[src/rtl/fifo_read_ctrl.sv]
// Read-side controller of the async FIFO: owns the read pointer, empty flag and
// occupancy level, and hides the memory read latency behind a 2-entry output buffer.
module fifo_read_ctrl #(
  parameter int DATA_SIZE = 8,
  parameter int ADDR_SIZE = 4
) (
  input  logic                 rd_clk,
  input  logic                 rd_rst,
  input  logic [ADDR_SIZE:0]   rd_wptr_sync,
  input  logic [DATA_SIZE-1:0] rd_data,
  output logic [ADDR_SIZE:0]   rd_ptr,
  output logic [ADDR_SIZE-1:0] rd_addr,
  output logic                 rd_inc,
  output logic                 rd_empty,
  output logic [ADDR_SIZE:0]   rd_level,
  output logic [DATA_SIZE-1:0] out_data,
  output logic                 out_valid,
  input  logic                 out_ready
);

  function automatic logic [ADDR_SIZE:0] bin2gray(input logic [ADDR_SIZE:0] b);
    return b ^ (b >> 1);
  endfunction

  function automatic logic [ADDR_SIZE:0] gray2bin(input logic [ADDR_SIZE:0] g);
    logic [ADDR_SIZE:0] b;
    b = {(ADDR_SIZE+1){1'b0}};
    b[ADDR_SIZE] = g[ADDR_SIZE];
    for (int i = ADDR_SIZE - 1; i >= 0; i--) begin
      b[i] = b[i+1] ^ g[i];
    end
    return b;
  endfunction

  logic [ADDR_SIZE:0]   rd_bin_r;
  logic [ADDR_SIZE:0]   rd_ptr_r;
  logic [ADDR_SIZE:0]   rd_level_r;
  logic                 rd_empty_r;
  logic [ADDR_SIZE:0]   rd_bin_next_s;
  logic [ADDR_SIZE:0]   rd_gray_next_s;
  logic [ADDR_SIZE:0]   wbin_s;
  logic [DATA_SIZE-1:0] buf0_r;
  logic [DATA_SIZE-1:0] buf1_r;
  logic [DATA_SIZE-1:0] buf0_next_s;
  logic [DATA_SIZE-1:0] buf1_next_s;
  logic [1:0]           occ_r;
  logic [1:0]           occ_next_s;
  logic [2:0]           occ_eff_s;
  logic                 inflight_r;
  logic                 out_valid_r;
  logic                 pop_s;
  logic                 rd_inc_s;

  // Issue decision and pointer look-ahead; occ_eff counts the slot an in-flight word will take
  always_comb begin
    pop_s     = out_valid_r & out_ready;
    occ_eff_s = {1'b0, occ_r} - {2'b00, pop_s} + {2'b00, inflight_r};
    if (rd_rst) begin
      rd_inc_s = 1'b0;
    end else begin
      rd_inc_s = !rd_empty_r && (occ_eff_s < 3'd2);
    end
    rd_bin_next_s  = rd_bin_r + {{ADDR_SIZE{1'b0}}, rd_inc_s};
    rd_gray_next_s = bin2gray(rd_bin_next_s);
    wbin_s         = gray2bin(rd_wptr_sync);
  end

  // Output buffer next state: buf0 is always the head, pops shift buf1 forward
  always_comb begin
    buf0_next_s = buf0_r;
    buf1_next_s = buf1_r;
    occ_next_s  = occ_r;
    case ({pop_s, inflight_r})
      2'b10: begin
        buf0_next_s = buf1_r;
        occ_next_s  = occ_r - 2'd1;
      end
      2'b01: begin
        if (occ_r == 2'd0) begin
          buf0_next_s = rd_data;
        end else begin
          buf1_next_s = rd_data;
        end
        occ_next_s = occ_r + 2'd1;
      end
      2'b11: begin
        if (occ_r == 2'd2) begin
          buf0_next_s = buf1_r;
          buf1_next_s = rd_data;
        end else begin
          buf0_next_s = rd_data;
        end
      end
      default: begin
        occ_next_s = occ_r;
      end
    endcase
  end

  // State registers; reset also drops any word still returning from memory
  always_ff @(posedge rd_clk) begin
    if (rd_rst) begin
      rd_bin_r    <= {(ADDR_SIZE+1){1'b0}};
      rd_ptr_r    <= {(ADDR_SIZE+1){1'b0}};
      rd_empty_r  <= 1'b1;
      rd_level_r  <= {(ADDR_SIZE+1){1'b0}};
      buf0_r      <= {DATA_SIZE{1'b0}};
      buf1_r      <= {DATA_SIZE{1'b0}};
      occ_r       <= 2'd0;
      out_valid_r <= 1'b0;
      inflight_r  <= 1'b0;
    end else begin
      rd_bin_r    <= rd_bin_next_s;
      rd_ptr_r    <= rd_gray_next_s;
      rd_empty_r  <= (rd_gray_next_s == rd_wptr_sync);
      rd_level_r  <= wbin_s - rd_bin_next_s;
      buf0_r      <= buf0_next_s;
      buf1_r      <= buf1_next_s;
      occ_r       <= occ_next_s;
      out_valid_r <= (occ_next_s != 2'd0);
      inflight_r  <= rd_inc_s;
    end
  end

  assign rd_ptr    = rd_ptr_r;
  assign rd_addr   = rd_bin_r[ADDR_SIZE-1:0];
  assign rd_inc    = rd_inc_s;
  assign rd_empty  = rd_empty_r;
  assign rd_level  = rd_level_r;
  assign out_data  = buf0_r;
  assign out_valid = out_valid_r;

endmodule
[config.mk]
export PLATFORM = sky130hd
export DESIGN_NAME = fifo_read_ctrl
export DESIGN_NICKNAME = d
export VERILOG_FILES = /design/src/rtl/fifo_read_ctrl.sv
export SDC_FILE = /design/constraint.sdc
export NUM_CORES = 1
export LEC_CHECK = 0
export CELL_PAD_IN_SITES_DETAIL_PLACEMENT = 0
export CELL_PAD_IN_SITES_GLOBAL_PLACEMENT = 1
export CORE_MARGIN = 4
export CORE_UTILIZATION = 34
export DETAILED_ROUTE_END_ITERATION = 7
export HOLD_SLACK_MARGIN = 0.1
export PLACE_DENSITY_LB_ADDON = 0.1
export SYNTH_ARGS = -nofsm -noshare
export SYNTH_HDL_FRONTEND = slang
export SYNTH_SLANG_ARGS = --single-unit
[constraint.sdc]
create_clock -name rd_clk -period 3.61 [get_ports rd_clk]
set_input_delay 0.5415 -clock rd_clk [delete_from_list [all_inputs] [get_ports rd_clk]]
set_output_delay 0.5415 -clock rd_clk [all_outputs]
set_load 0.02 [all_outputs]
==> results.cfg, run 1 <==
[power]
p_per_area_nw_per_um2 = 610
ir_drop_v = 0.000267
p_leak_nw = 0.993
power_frac_clock_pct = 16.9
p_sw_share_pct = 37.0
p_sw_mw = 0.606
p_int_mw = 1.03
seqPwrFrac_pct = 33.2
combinationalPowerShare_pct = 49.9

[routing]
ant_nets = 0
drtIter0Drc = 44
routed_via_density = 4.78
drtPass1Iterations = 5
drt-wirelength-per-cell_um = 12.4
vias = 1611
drt_wl_total_mm = 4.17
route.detailed.drc = 0

[setup_path]
path_class = primary input to flip-flop
r2r-end = rd_level[3]
crit_top_cell = ha_4
r2r.worst_path.cells = 16
critPathBufInv = 3
arrival_ns = 3.64
worst-endpoint-required_ns = 3.78
crit_path_top_delay_cell = or3_1
r2r_start = out_valid
crit_path_cell_trace = buf_2 -> nand2_8 -> ha_4 -> ha_4 -> inv_2 -> fa_2 -> xor2_2 -> nor4b_4 -> ha_4 -> ha_4 -> inv_4 -> ha_4 -> nor2b_4 -> or3_1 -> a311oi_2 -> xor2_1 -> nor2_1
slowest_delay_ns = 0.38
crit_family = adder cells
cp-start-kind = primary input
setup.worst_path.end_class = flip-flop
r2r_slack_ns = 0.15
cp.depth = 17
crit_fanout = 3

[cells_and_area]
drive_above_1_share_pct = 21.0
nFillCells = 484
syn_to_final_growth_pct = 45.1
num_antenna_cells = 0
fin_area_um2 = 2680
layout.nets = 291

[place]
place_area_um2 = 2590
portBuffers = 40
place_hpwl_mm = 3.17
gp_congestion = 0.770

[floorplan]
initial_core_util_pct = 35.7
dieArea_um2 = 6680
die_h_um = 81.7
core_um2 = 5170
die_w_um = 81.7
top_level_ports = 41
row_count = 26

[clock_tree]
cts_root_buffer = clkbuf_8
insertion_delay_ns = 0.28
postCtsHoldBufs = 0
cts_tree = yes
htree_levels = 2
clock_sinks = 35
numCtsBuffers = 5
clk_path_buf_depth = 2
cts_setup_buffers = 0
clk_pin_slew_ns = 0.07

[sta]
slew_viol_final = 0
tightest_slew_ns = 0.686
fin_crit_sh_pct = 96.4
hold_viol_final = 0
max_freq_mhz = 287
fin_crit_ns = 3.48
skew_ns = 0.00409
final.setup.tns_ns = 0
maxSlewHeadroom_pct = 54.3
setup_viol = 0
rsz0062_at_grt = false

[min_path]
worstHoldStart = out_data[1]
hold_end = out_data[1]
hold_path_class = flip-flop to flip-flop
hold_depth = 2

[synth]
synth_top_area_cell = dfxtp_1
synth_nets = 228
syn_avg_cell_area_um2 = 9.10
synth_flop_cell = dfxtp_1
synth_edf_count = 0
syn-cell-area_um2 = 1850
synthTopCellsByCount = dfxtp_1 (35), nor2_1 (32), xnor2_1 (11)
ys_seq_elements = 35
async_flop_share_pct = 0
synth_cell_types = 44
synth_top_area_share_pct = 37.9
yosys_warnings = 0
synthCells = 203
synth.most_common_cell = dfxtp_1
ys_seq_area_share_pct = 37.9
yosys-top-cells-area = dfxtp_1 (38%), nor2_1 (6.5%), xnor2_1 (5.2%)

[status]
status = completed

[grt]
gr-total-overflow = 0
grt_usage_pct = 13.6
grt_pass1_wl_mm = 7.09
antenna_found_initial = 0
grt_pass1_vias = 1521
grt_max_degree = 35

[run]
max_cap_viol_count = 0
==> tightest hold or removal path, delay by kind of cell, from the launching register on <==
family | cells | cell delay [ns]
AND/OR/NAND/NOR | 1 | 0.09
AO/OA/AOI/OAI | 1 | 0.05
flip-flops | 1 | 0.31
==> timing repair <==
item,4_1_cts,5_1_grt
cloned,0,0
gates resized for setup,3,4
endpoints found under the hold margin,0,0
pin swaps,2,7
endpoints found under the setup margin,5,3
==> worst max-delay path by stage <==
stage                  end      start
2_1_floorplan  rd_level[3]  out_ready
3_3_place_gp   rd_level[3]  out_ready
3_5_place_dp   rd_level[3]  out_ready
4_1_cts        rd_level[3]  out_ready
5_1_grt        rd_level[3]  out_ready
6_report       rd_level[3]  out_ready
==> cell type report <==
| cell class | count | area, um2 | area share [%] |
|---|---|---|---|
| Multi-Input combinational cell | 151 | 1190 | 44.5 |
| Sequential cell | 35 | 704 | 26.3 |
| Timing Repair Buffer | 64 | 576 | 21.5 |
| Tap cell | 70 | 87.6 | 3.27 |
| Clock buffer | 5 | 68.8 | 2.57 |
| Inverter | 9 | 36.3 | 1.35 |
| Clock inverter | 3 | 15.0 | 0.560 |
==> placed cells by master, fill, tap and decap left out, types with 5 or more instances in the layout <==
cell type        Yosys  routed
inv_1                9       7
buf_4                1      24
nand2_1              6       5
clkdlybuf4s50_1      0      39
nor2_1              32      32
a21oi_1              6       6
mux2i_1              8       8
nand3_1              7       7
nor2b_1              6       5
xnor2_1             11      11
ha_4                 0       5
dfxtp_1             35      34
a211oi_1             9       9
clkbuf_8             0       5
xor2_1              10       9
a22oi_1              8       8
==> logic make-up after synthesis <==
kind of cell	Yosys count	share of synthesized area [%]
adders and majority gates	9	6.91
buffers and inverters	17	4.13
DFF	35	37.9
muxes	9	4.94
AOI/OAI and AO/OA	42	16.2
and+or+nand+nor	68	17.5
xor gates and xnor gates	23	12.3
==> routing by layer <==
metal | part of all wire, % | GRT usage (%) | wire [um]
met5 | 0 | 0 | 0
met4 | 1.8 | 5.65 | 74
met3 | 4.2 | 2.41 | 177
met2 | 47 | 22.9 | 1960
met1 | 47 | 17.1 | 1960
==> per-stage QoR <==
| stage | power [mW] | std cells | hold slack, ns | utilization, % | setup WS (ns) |
|---|---|---|---|---|---|
| after floorplan | 1.08 | 203 | 0.461 | - | -0.236 |
| after global routing | 1.76 | 337 | 0.515 | 51.8 | 0.0181 |
| final | 1.64 | 337 | 0.496 | 51.8 | 0.130 |
| after global placement | 1.37 | 329 | 0.474 | 50.2 | -0.653 |
| after CTS | 1.65 | 337 | 0.503 | 51.8 | 0.0164 |
| after detailed placement | 1.37 | 329 | 0.484 | 50.2 | -0.709 |
==> power groups by stage <==
| stage | Combinational, mW | Sequential [mW] | Clock [mW] |
|---|---|---|---|
| 4_1_cts | 0.820 | 0.545 | 0.288 |
| 6_report | 0.816 | 0.543 | 0.276 |
| 3_3_place_gp | 0.819 | 0.552 | 0 |
| 5_1_grt | 0.905 | 0.556 | 0.303 |
| 3_5_place_dp | 0.821 | 0.553 | 0 |
| 2_1_floorplan | 0.438 | 0.639 | 0 |
==> registers in the layout, summed over array words and instances, names as in the netlist <==
| signal | cells |
|---|---|
| occ_r | 2 |
| rd_bin_r | 5 |
| rd_level | 5 |
| out_data | 8 |
| out_valid | 1 |
| rd_ptr | 4 |
| buf1_r | 8 |
| inflight_r | 1 |
| rd_empty | 1 |
No activity file was read; power rests on OpenSTA's default activity.
==> run 2, diff against run 1 <==
--- a/config.mk
+++ b/config.mk
@@ -5,13 +5,16 @@
 export SDC_FILE = /design/constraint.sdc
 export NUM_CORES = 1
 export LEC_CHECK = 0
+export CAP_MARGIN = 20
 export CELL_PAD_IN_SITES_DETAIL_PLACEMENT = 0
 export CELL_PAD_IN_SITES_GLOBAL_PLACEMENT = 1
+export CORE_ASPECT_RATIO = 1.25
 export CORE_MARGIN = 4
 export CORE_UTILIZATION = 34
 export DETAILED_ROUTE_END_ITERATION = 7
 export HOLD_SLACK_MARGIN = 0.1
 export PLACE_DENSITY_LB_ADDON = 0.1
+export REMOVE_ABC_BUFFERS = 1
 export SYNTH_ARGS = -nofsm -noshare
 export SYNTH_HDL_FRONTEND = slang
 export SYNTH_SLANG_ARGS = --single-unit
==> run 2 against run 1 <==
Global-route usage fell by 0.13 points; maximum frequency up 1.2%; combinational power up 1%; cell count is 1.2% lower.
==> results.cfg, run 2 (same netlist as run 1, synthesis figures left out) <==
[min_path]
hold_end = out_data[7]
worstHoldStart = out_data[7]
hold_depth = 2
hold_path_class = flip-flop to flip-flop

[routing]
route.detailed.drc = 0
wl_met3_um = 227
vias = 1598
routed-wl-met2_mm = 2.01
drt_wl_total_mm = 4.17
routed_via_density = 4.80
drt-met1-wl_mm = 1.89
drtIter0Drc = 43
drt-wirelength-per-cell_um = 12.5
highest_layer = met4
ant_nets = 0
drtPass1Iterations = 4

[place]
place_ws_ns = -0.793
place_hpwl_mm = 3.13
portBuffers = 40
post-place-cells = 320
gp_congestion = 0.771

[cells_and_area]
nFillCells = 505
layout.nets = 295
final_core_util_pct = 52.2
stdcell_count = 333
final_common_cell = clkdlybuf4s50_1
final_cell_mix = clkdlybuf4s50_1 (39), dfxtp_1 (34), nor2_1 (32)
num_antenna_cells = 0
drive_above_1_share_pct = 23.2
syn_to_final_growth_pct = 46.6

[setup_path]
setup.worst_path.end_class = flip-flop
cp-start-kind = primary input
crit_fanout = 3
r2r-end = rd_level[3]
worst-endpoint-required_ns = 3.78
path_class = primary input to flip-flop
r2r_slack_ns = 0.18
slowest_delay_ns = 0.34
crit_path_top_delay_cell = fa_2
r2r.worst_path.cells = 18
crit_top_cell = ha_4
arrival_ns = 3.61
crit_path_cell_trace = buf_2 -> nand2_2 -> ha_4 -> ha_4 -> inv_2 -> fa_2 -> xor2_2 -> nor4b_2 -> buf_4 -> ha_4 -> ha_4 -> inv_4 -> ha_4 -> nor2b_4 -> buf_4 -> o211a_1 -> a311oi_2 -> xor2_1 -> nor2_1
r2r_start = inflight_r

[floorplan]
die_h_um = 90.4
top_level_ports = 41
row_count = 29
core_um2 = 5190
die_w_um = 73.9
initial_core_util_pct = 35.6
dieArea_um2 = 6690

[sta]
maxSlewHeadroom_pct = 55.3
fin_crit_sh_pct = 95.2
max_freq_mhz = 291
fin_hold_ws_ns = 0.499
skew_ns = 0.00693
final.setup.tns_ns = 0
hold_viol_final = 0
fin_crit_ns = 3.44
setup_viol = 0
postLayoutSetupSlackWorst_ns = 0.172
tightest_slew_ns = 0.671
slew_viol_final = 0

[power]
seqPwrFrac_pct = 32.6
p_leak_nw = 1.00
power_frac_clock_pct = 17.1
ir_drop_v = 0.000178
p_int_mw = 1.04
combinationalPowerShare_pct = 50.3
p_sw_mw = 0.605
p_per_area_nw_per_um2 = 608
p_sw_share_pct = 36.8

[clock_tree]
htree_levels = 2
clk_pin_slew_ns = 0.08
postCtsHoldBufs = 0
insertion_delay_ns = 0.29
clock_sinks = 35
clk_path_buf_depth = 2
cts_root_buffer = clkbuf_8
cts_tree = yes
numCtsBuffers = 5

[grt]
grt_usage_pct = 13.5
grt_pass1_vias = 1620
grt_pass1_wl_mm = 7.25
gr-total-overflow = 0
grt_max_degree = 35
antenna_found_initial = 0

[run]
max_cap_viol_count = 0

[status]
status = completed
run 2: cell type report:
| class | instances | area, um2 | area share, % |
|---|---|---|---|
| Clock buffer | 5 | 68.8 | 2.54 |
| Timing Repair Buffer | 68 | 618 | 22.8 |
| Inverter | 9 | 36.3 | 1.34 |
| Multi-Input combinational cell | 151 | 1190 | 43.8 |
| Clock inverter | 3 | 20.0 | 0.739 |
| Sequential cell | 35 | 702 | 25.9 |
| Tap cell | 62 | 77.6 | 2.86 |
run 2: worst max path at each step:
stage | start | end | slack, ns | depth (start not counted)
3_5_place_dp | out_ready | rd_level[3] | -0.79 | 18
6_report | out_ready | rd_level[3] | 0.17 | 19
3_3_place_gp | out_ready | rd_level[3] | -0.73 | 18
5_1_grt | inflight_r | rd_level[3] | -0.008 | 18
4_1_cts | out_ready | rd_level[3] | 0.008 | 18
2_1_floorplan | out_ready | rd_level[3] | -0.99 | 16
run 2: power groups by stage:
stage | Sequential (mW) | Combinational (mW) | Clock (mW)
after global routing | 0.548 | 0.922 | 0.312
final | 0.536 | 0.828 | 0.282
after CTS | 0.537 | 0.802 | 0.296
after floorplan | 0.627 | 0.357 | 0
after global placement | 0.539 | 0.737 | 0
after detailed placement | 0.542 | 0.737 | 0
run 2: timing repair:
action                                  in CTS  in global routing
endpoints found under the hold margin        0                  0
endpoints found under the setup margin       6                  4
buffers inserted                             2                  3
resized for setup                           19                  8
pin swaps                                    7                 15
run 2: worst max-delay path, delay by kind of cell:
kind,cells,cell delay (ns)
adder cells (fa/ha/maj),6,1.28
buffers and inverters,5,0.47
XOR/XNOR,2,0.36
AND/OR/NAND/NOR,4,0.47
AO/OA/AOI/OAI,2,0.47
run 2: per-stage QoR:
stage	power [mW]	instance area, um2
global placement	1.28	2470
finish	1.65	2710
floorplan	0.984	1810
CTS	1.63	2660
detailed placement	1.28	2470
global route	1.78	2710
run 2: layer usage:
layer	vias to the layer above	GRT usage, %
met5	-	0
met4	0	4.53
met3	4	3.56
met2	36	22.3
met1	715	16.6
li1	843	-
==> run 3, diff against run 2 <==
--- a/config.mk
+++ b/config.mk
@@ -14,7 +14,7 @@
 export DETAILED_ROUTE_END_ITERATION = 7
 export HOLD_SLACK_MARGIN = 0.1
 export PLACE_DENSITY_LB_ADDON = 0.1
-export REMOVE_ABC_BUFFERS = 1
+export SLEW_MARGIN = 20
 export SYNTH_ARGS = -nofsm -noshare
 export SYNTH_HDL_FRONTEND = slang
 export SYNTH_SLANG_ARGS = --single-unit
==> run 3 against run 2 <==
Utilization fell by 0.43 points; design area decreased by 0.83%; combinational power fell by 2%; critical path type unchanged.
==> results.cfg, run 3 (same netlist as run 1, synthesis figures left out) <==
[status]
status = completed

[setup_path]
path_class = primary input to flip-flop
setup.worst_path.end_class = flip-flop
r2r.worst_path.cells = 16
cp-start-kind = primary input
crit_fanout = 4
worst-endpoint-required_ns = 3.77
r2r-end = rd_level[3]
setup.worst_path.start = out_ready
r2r_start = out_valid
arrival_ns = 3.60
r2r_slack_ns = 0.19

[grt]
grt_max_degree = 35
grt_pass1_vias = 1634
gr-total-overflow = 0
antenna_found_initial = 0
grt_pass1_wl_mm = 7.25
grt_usage_pct = 13.5

[routing]
drtPass1Iterations = 4
drtIter0Drc = 61
drt-wirelength-per-cell_um = 12.7
routed_via_density = 4.89
drt_wl_total_mm = 4.19
route.detailed.drc = 0
vias = 1613
ant_nets = 0

[sta]
final.setup.tns_ns = 0
tightest_slew_ns = 0.669
fin_crit_sh_pct = 95.3
maxSlewHeadroom_pct = 55.4
rsz0062_at_grt = false
slew_viol_final = 0
max_freq_mhz = 291
setup_viol = 0
hold_viol_final = 0
skew_ns = 0.0110
postLayoutSetupSlackWorst_ns = 0.169
fin_crit_ns = 3.44

[floorplan]
die_w_um = 73.9
top_level_ports = 41
dieArea_um2 = 6690
row_count = 29
initial_core_util_pct = 35.6
core_um2 = 5190
die_h_um = 90.4

[place]
post-place-cells = 321
place_ws_ns = -0.707
portBuffers = 40
place_hpwl_mm = 3.16
gp_congestion = 0.775

[clock_tree]
clk_pin_slew_ns = 0.07
insertion_delay_ns = 0.29
clk_path_buf_depth = 2
cts_tree = yes
postCtsHoldBufs = 0
clock_sinks = 35
htree_levels = 2
cts_root_buffer = clkbuf_8
numCtsBuffers = 5

[cells_and_area]
drive_above_1_share_pct = 21.3
final_cell_mix = clkdlybuf4s50_1 (39), dfxtp_1 (34), nor2_1 (32)
nFillCells = 505
syn_to_final_growth_pct = 45.4
seq_area_um2 = 704
layout.nets = 292
stdcell_count = 330
num_antenna_cells = 0
final_common_cell = clkdlybuf4s50_1
multi_input_area_um2 = 1200

[min_path]
worstHoldStart = buf1_r[6]
hold_depth = 2
hold_path_class = flip-flop to flip-flop
hold_end = buf1_r[6]

[power]
ir_drop_v = 0.000287
p_leak_nw = 0.995
p_per_area_nw_per_um2 = 611

[run]
max_cap_viol_count = 0
==> run 3: per-stage QoR <==
step	util (%)	power (mW)	hold WS [ns]	area (um2)
6_report	51.8	1.64	0.495	2690
5_1_grt	51.8	1.76	0.517	2690
4_1_cts	51.7	1.66	0.504	2690
3_5_place_dp	49.8	1.37	0.485	2580
3_3_place_gp	49.8	1.37	0.474	2580
2_1_floorplan	-	1.08	0.461	1970
==> run 3: layer usage <==
metal / GRT usage (%) / up-vias / wire length, um
met4: 4.53 / 0 / 26
li1: - / 835 / -
met1: 16.3 / 749 / 1880
met5: 0 / - / 0
met3: 2.78 / 2 / 146
met2: 23.0 / 27 / 2140
==> run 3: worst max-delay path: stages <==
cell and delay, ns:
buf_2 0.13, nand2_8 0.06, ha_4 0.27, ha_4 0.12
inv_2 0.03, fa_2 0.36, xor2_2 0.17, nor4b_4 0.33
ha_4 0.20, ha_4 0.22, inv_4 0.06, ha_4 0.18
nor2b_4 0.12, or3_1 0.37, a311oi_2 0.22, xor2_1 0.17
nor2_1 0.05
==> run 3: worst max-delay path by stage <==
stage	end	slack (ns)	cells after the start
finish	rd_level[3]	0.17	17
global route	rd_level[3]	0.02	16
floorplan	rd_level[3]	-0.24	16
detailed placement	rd_level[4]	-0.71	16
global placement	rd_level[4]	-0.65	16
CTS	rd_level[3]	0.01	17
==> run 3: area by class of cell <==
class / count / share of cell area, %
sequential: 35 / 26.2
clock inverter: 3 / 0.745
inverter: 9 / 1.35
multi-input combinational: 151 / 44.5
tap: 62 / 2.89
clock buffer: 5 / 2.56
timing repair buffer: 65 / 21.7
==> run 3: repair_timing <==
item                                    in CTS  in global routing
resized for setup                            4                  3
pin swaps                                    1                  6
cloned                                       0                  0
endpoints found under the setup margin       6                  3
setup buffers                                1                  0
==> run 3: report_power, final <==
group | internal (mW) | switching (mW) | total (mW)
Sequential | 0.484 | 0.0598 | 0.543
Clock | 0.134 | 0.149 | 0.283
Combinational | 0.417 | 0.398 | 0.815
Total | 1.03 | 0.607 | 1.64
